## config.mk

```make
export PLATFORM = sky130hd
export DESIGN_NAME = xmpl_sram_arb
export DESIGN_NICKNAME = d
export VERILOG_FILES = /design/src/rtl/xmpl_sram_arb.sv
export SDC_FILE = /design/constraint.sdc
export NUM_CORES = 1
export LEC_CHECK = 0
export CAP_MARGIN = 5
export CORE_MARGIN = 2
export CORE_UTILIZATION = 36
export CTS_CLUSTER_SIZE = 14
export DETAILED_ROUTE_END_ITERATION = 8
export GPL_TIMING_DRIVEN = 0
export PLACE_DENSITY = 0.84
export SYNTH_ARGS = -nofsm -noshare
export SYNTH_HDL_FRONTEND = slang
export SYNTH_SLANG_ARGS = --single-unit
```

## constraint.sdc

```tcl
create_clock -name clk_i -period 1.4 [get_ports clk_i]
set_clock_uncertainty 0.1 [all_clocks]
set_input_delay 0.28 -clock clk_i [delete_from_list [all_inputs] [get_ports clk_i]]
set_output_delay 0.28 -clock clk_i [all_outputs]
set_load 0.1 [all_outputs]
```

## src/rtl/xmpl_sram_arb.sv

```systemverilog
// xmpl_sram_arb: round-robin arbiter sharing one single-port SRAM among NUM_REQ requesters,
// with a registered SRAM command and a read-tag pipeline that routes read data back to its issuer.
module xmpl_sram_arb #(
  parameter int NUM_REQ = 2,
  parameter int ADDR_W  = 12,
  parameter int DATA_W  = 32,
  parameter int RD_LAT  = 1
) (
  input  logic                      clk_i,
  input  logic                      reset_n_i,
  input  logic [NUM_REQ-1:0]        req_valid_i,
  output logic [NUM_REQ-1:0]        req_ready_o,
  input  logic [NUM_REQ-1:0]        req_rw_i,
  input  logic [NUM_REQ*ADDR_W-1:0] req_addr_i,
  input  logic [NUM_REQ*DATA_W-1:0] req_wdata_i,
  output logic [NUM_REQ-1:0]        rsp_valid_o,
  output logic [DATA_W-1:0]         rsp_rdata_o,
  output logic                      en_sram_o,
  output logic [ADDR_W-1:0]         sram_addr_o,
  output logic                      sram_rw_o,
  output logic [DATA_W-1:0]         sram_data_o,
  input  logic [DATA_W-1:0]         sram_data_i
);
  localparam int PW = $clog2(NUM_REQ);
  logic [PW-1:0]      ptr_q, ptr_d, win;
  logic               acc;
  logic [NUM_REQ-1:0] iss_q;
  logic [NUM_REQ-1:0] tag_q [RD_LAT];
  int                 idx;
  // Scan from the farthest offset down so the requester nearest the pointer is written last and wins.
  always_comb begin
    win = '0;
    idx = 0;
    for (int i = NUM_REQ - 1; i >= 0; i--) begin
      idx = int'(ptr_q) + i;
      if (idx >= NUM_REQ) idx -= NUM_REQ;
      if (req_valid_i[PW'(idx)]) win = PW'(idx);
    end
  end
  assign acc         = |req_valid_i;
  assign req_ready_o = acc ? NUM_REQ'(1) << win : '0;
  assign ptr_d       = (win == PW'(NUM_REQ - 1)) ? '0 : win + 1'b1;
  always_ff @(posedge clk_i or negedge reset_n_i) begin
    if (!reset_n_i) begin
      ptr_q       <= '0;
      iss_q       <= '0;
      en_sram_o   <= 1'b0;
      sram_addr_o <= '0;
      sram_rw_o   <= 1'b0;
      sram_data_o <= '0;
      rsp_valid_o <= '0;
      rsp_rdata_o <= '0;
      for (int i = 0; i < RD_LAT; i++) tag_q[i] <= '0;
    end else begin
      en_sram_o <= acc;
      if (acc) begin
        ptr_q       <= ptr_d;
        iss_q       <= req_ready_o;
        sram_addr_o <= req_addr_i[int'(win)*ADDR_W +: ADDR_W];
        sram_rw_o   <= req_rw_i[win];
        sram_data_o <= req_wdata_i[int'(win)*DATA_W +: DATA_W];
      end
      // Writes push an empty tag so the pipeline stays aligned with SRAM latency.
      tag_q[0] <= (en_sram_o && !sram_rw_o) ? iss_q : '0;
      for (int i = 1; i < RD_LAT; i++) tag_q[i] <= tag_q[i-1];
      rsp_valid_o <= tag_q[RD_LAT-1];
      if (|tag_q[RD_LAT-1]) rsp_rdata_o <= sram_data_i;
    end
  end
endmodule

```

# Word-level counts from Yosys, hierarchy flattened
# Cells that the tools add are included.
# totals
register_bits	85
elab_cells	39
# op_classes
reduce_logical	4
muxes	13
shift	3
add_sub_neg	4
magnitude_cmp	5
mul	1
# ops
cell	n
64-bit by 7-bit variable part select with 32-bit output	1
24-bit by 6-bit variable part select with 12-bit output	1
1-bit two-way mux	11
1-bit by 3-bit < comparator with 1-bit output (second input constant)	2
2-bit two-way mux	2
2-bit OR reduction	2
1-bit by 2-bit multiplier with 3-bit output (second input constant)	1
1-bit by 1-bit adder with 2-bit output (second input constant)	1
1-bit by 2-bit >= comparator with 1-bit output (second input constant)	1
2-bit >= comparator (second input constant)	1
1-bit by 2-bit < comparator with 1-bit output (second input constant)	1
1-bit by 1-bit << shifter with 2-bit output (first input constant)	1
1-bit subtractor (second input constant)	2
1-bit adder (second input constant)	1
1-bit logical AND	1
1-bit logical NOT	1

# Longest topological paths before layout
# depth
ltp_word	10
ltp_mapped	5
mapped_depth_nobuf	2

# Worst setup path before layout
# OpenSTA, ideal clock, no wires.
# synth_path
path_type	in2out
startpoint	input port req_valid_i[0]
endpoint	output port req_ready_o[0]
stages	4
n_path_buf	3
t_arrival_ns	2.340
required_time_ns	1.020
slack_ns	-1.320
cell_sequence	buf_2 > buf_4 > buf_6 > mux2i_1
# synth_via
elab_chain_len	6
elab_cells_between_ends	9
classes_between	shift (1); mux (7); reduce/logical (1)
# synth_rtl
element	line	text
start: declaration	11	input logic [NUM_REQ-1:0] req_valid_i,
1-bit two-way mux (not written as such) (2 in series)	37	if (req_valid_i[PW'(idx)]) win = PW'(idx);
1-bit two-way mux (2 in series)	37	
1-bit by 1-bit << shifter with 2-bit output	41	assign req_ready_o = acc ? NUM_REQ'(1) << win : '0;
2-bit two-way mux *	41	
end: declaration	12	output logic [NUM_REQ-1:0] req_ready_o,
# Mark *: on every way between the ends. The rest lies on a longest branch, timed or not. The select of a mux whose other input is x is not followed.

# Final worst setup path
# layout_path
startpoint	register ptr_q
endpoint	output port req_ready_o[0]
# layout_via
elab_chain_len	7
elab_cells_between_ends	11
classes_between	add/sub (3); order compare (2); shift (1); mux (5)
# layout_rtl
element	line	text
start: declaration	25	logic [PW-1:0] ptr_q, ptr_d, win;
start signal: assignment	57	ptr_q <= ptr_d;
1-bit by 1-bit adder with 2-bit output	35	idx = int'(ptr_q) + i;
2-bit >= comparator / 1-bit subtractor (equally long branches)	36	if (idx >= NUM_REQ) idx -= NUM_REQ;
1-bit two-way mux	36	
1-bit two-way mux	37	
1-bit two-way mux *	37	
1-bit by 1-bit << shifter with 2-bit output *	41	
2-bit two-way mux *	41	
# Mark *: on every way between the ends. The rest lies on a longest branch, timed or not.

==> results.json <==
{
  "hpwl_um": 8260,
  "drt_iter0_drc": 82,
  "drive_gt1_share_pct": 32.4,
  "antenna_found_initial": 0,
  "required_ns": 1.02,
  "maxCapViolCount": 0,
  "hold_path_depth": 3,
  "fin_nets": 640,
  "initial_core_util_pct": 36.5,
  "grt_pass1_wl_um": 17700,
  "fill_cells": 908,
  "power_density_nw_per_um2": 1770,
  "ant_nets": 0,
  "ys_ff_latch": 85,
  "cts_buffer_depth": 2,
  "gp_congestion": 0.808,
  "finalHoldViolations": 0,
  "leakage_nw": 3.37,
  "max_slew.worst_pin.slew_ns": 0.527,
  "rsz0062_at_grt": "true",
  "critPathKind": "register to output pin",
  "violations": "negative setup slack",
  "die_h_um": 111,
  "die_x_um": 111,
  "grt_overflow": 0,
  "grt_pass1_vias": 3429,
  "via_count": 3201,
  "mappedNetlistArea_um2": 4110,
  "cts_max_level": 3,
  "cts_tree": "done",
  "avgRoutedWirePerCell_um": 17.2,
  "grt_start_max_net_pins": 50,
  "detail_route.first_pass.iterations": 4,
  "rows": 39,
  "cp_max_fo": 2,
  "core_area_um2": 11300,
  "dp.cells": 635,
  "gr-usage-all-layers_pct": 17.9,
  "ys_warn_count": 0,
  "yosysSeqAreaShare_pct": 51.7,
  "slew_violations": 0,
  "end_kind": "output pin",
  "numCtsBuffers": 9,
  "seq_area_um2": 2130,
  "startpoint_type": "register",
  "p_clk_share_pct": 23.9,
  "seqPwrFrac_pct": 26.4,
  "dieArea_um2": 12300,
  "final_cells": 662,
  "outcome": "complete, but fails checks",
  "clockRootBuffer": "clkbuf_16",
  "fmax_mhz": 616,
  "clkTransAtPathRegs_ns": 0.06,
  "postPlaceCellArea_um2": 6400,
  "r2r_cells": 3,
  "power_mw": 12.2,
  "syn2layout_area_growth_pct": 68.0,
  "vdd_drop_max_uv": 1460,
  "holdWs_ns": 0.235,
  "syn-instance-count": 286,
  "clkLatencyLatePin_ns": 0.32,
  "p_int_mw": 6.64,
  "critPathArrivalTime_ns": 1.24,
  "n_antenna_cell": 0,
  "hp-class": "input pin to register",
  "finalInstanceArea_um2": 6910,
  "relSlewSlack_pct": 64.9,
  "power_frac_comb_pct": 49.7,
  "p_switching_mw": 5.56,
  "r2r_setup_slack_ns": -0.01,
  "switching_share_pct": 45.6,
  "wl_um": 11400,
  "fin_crit_ns": 1.62,
  "clock-sinks": 85,
  "synth.avg_cell_area_um2": 14.4,
  "synth.distinct_cells": 17,
  "io_pins": 208,
  "synth_nets": 412,
  "fin_ws_ns": -0.224,
  "drcViolationCount": 0,
  "finalCritPeriodShare_pct": 116,
  "io_buffer_count": 205,
  "via_per_inst": 4.84,
  "multi_input_area_um2": 1850,
  "finalSetupViolCount": 3
}
## placed cells by master (no fill, tap or decap), types with 5 or more instances in the layout
cell | netlist | layout
buf_12 | 2 | 8
buf_4 | 10 | 67
buf_6 | 1 | 28
buf_8 | 3 | 5
clkbuf_16 | 0 | 11
clkdlybuf4s50_1 | 0 | 122
dfrtp_1 | 85 | 84
mux2_2 | 30 | 21
mux2_4 | 0 | 10
mux2i_1 | 136 | 132
## area by class of cell
cell class                 count  share of cell area, %
sequential                    85                   30.8
buffer                        19                   3.33
clock buffer                  10                   3.31
timing repair buffer         219                   31.2
tap                          143                   2.59
clock inverter                 6                   1.94
multi-input combinational    178                   26.8
inverter                       2                  0.109
## sequential cells by signal, summed over array words and instances (netlist names)
register,count
rsp_rdata_o,32
sram_data_o,32
sram_addr_o,12
iss_q,2
rsp_valid_o,2
tag_q,2
en_sram_o,1
ptr_q,1
sram_rw_o,1
## cell usage after synthesis, drive strengths merged
cell / count / area share [%]
clkbuf: 1 / 0.18
and3b: 2 / 0.43
and2: 1 / 0.15
buf: 20 / 4.7
mux2: 32 / 8.8
nor3: 2 / 0.24
nor2: 4 / 0.43
a21o: 1 / 0.18
dfrtp: 85 / 52
mux2i: 136 / 33
inv: 2 / 0.18
## power by group through the flow
| stage | logic [mW] | registers (mW) | clock network [mW] |
|---|---|---|---|
| 2_1_floorplan | 0.957 | 6.55 | 0 |
| 3_3_place_gp | 5.85 | 3.19 | 0 |
| 3_5_place_dp | 5.91 | 3.21 | 0 |
| 4_1_cts | 5.84 | 3.19 | 2.96 |
| 5_1_grt | 6.25 | 3.29 | 3.08 |
| 6_report | 6.06 | 3.23 | 2.91 |
## cell families after synthesis
kind of cell           count (synthesis)  share of synthesized area [%]
AOI/OAI and AO/OA                      1                          0.183
muxes                                168                           41.8
DFF                                   85                           51.7
and+or+nand+nor                        9                           1.25
buffers and inverters                 23                           5.02
## path summary, 6_finish.rpt
check | from | endpoint
worst max-delay path | ptr_q | req_ready_o[0]
worst min-delay path | req_valid_i[0] | sram_addr_o[11]
worst max register to register | tag_q[0] | rsp_rdata_o[20]
worst min register to register | tag_q[1] | rsp_valid_o[1]
max in group asynchronous | reset_n_i | rsp_rdata_o[7]
min in group asynchronous | reset_n_i | rsp_rdata_o[14]
## critical path, stage by stage, from the launching register on
cell     delay [ns]
dfrtp_2        0.43
buf_12         0.13
mux2i_4        0.16
buf_12         0.20
## metal layers
layer / global-route usage, % / up-vias / share of wire (%)
met1: 22.8 / 1561 / 41
met5: 0 / - / 0
met4: 5.42 / 0 / 1.1
li1: - / 1497 / -
met3: 4.65 / 12 / 6.5
met2: 30.1 / 131 / 51
## per-stage QoR
| stage | TNS (ns) | setup WS [ns] | utilization, % |
|---|---|---|---|
| 2_1_floorplan | -0.403 | -0.330 | - |
| 3_3_place_gp | -309.38 | -3.18 | 56.6 |
| 3_5_place_dp | -39.47 | -1.08 | 56.8 |
| 4_1_cts | -1.44 | -0.322 | 59.2 |
| 5_1_grt | -1.52 | -0.276 | 61.3 |
| 6_report | -0.437 | -0.224 | 61.3 |
## repair_timing
item,in CTS,in global routing
endpoints found under the setup margin,112,83
cloned,0,2
gates resized for setup,513,42
pin swaps,1,1
hold buffers,1,0
setup buffers,5,5
endpoints found under the hold margin,36,0
Power figures use the tool's default switching activity.
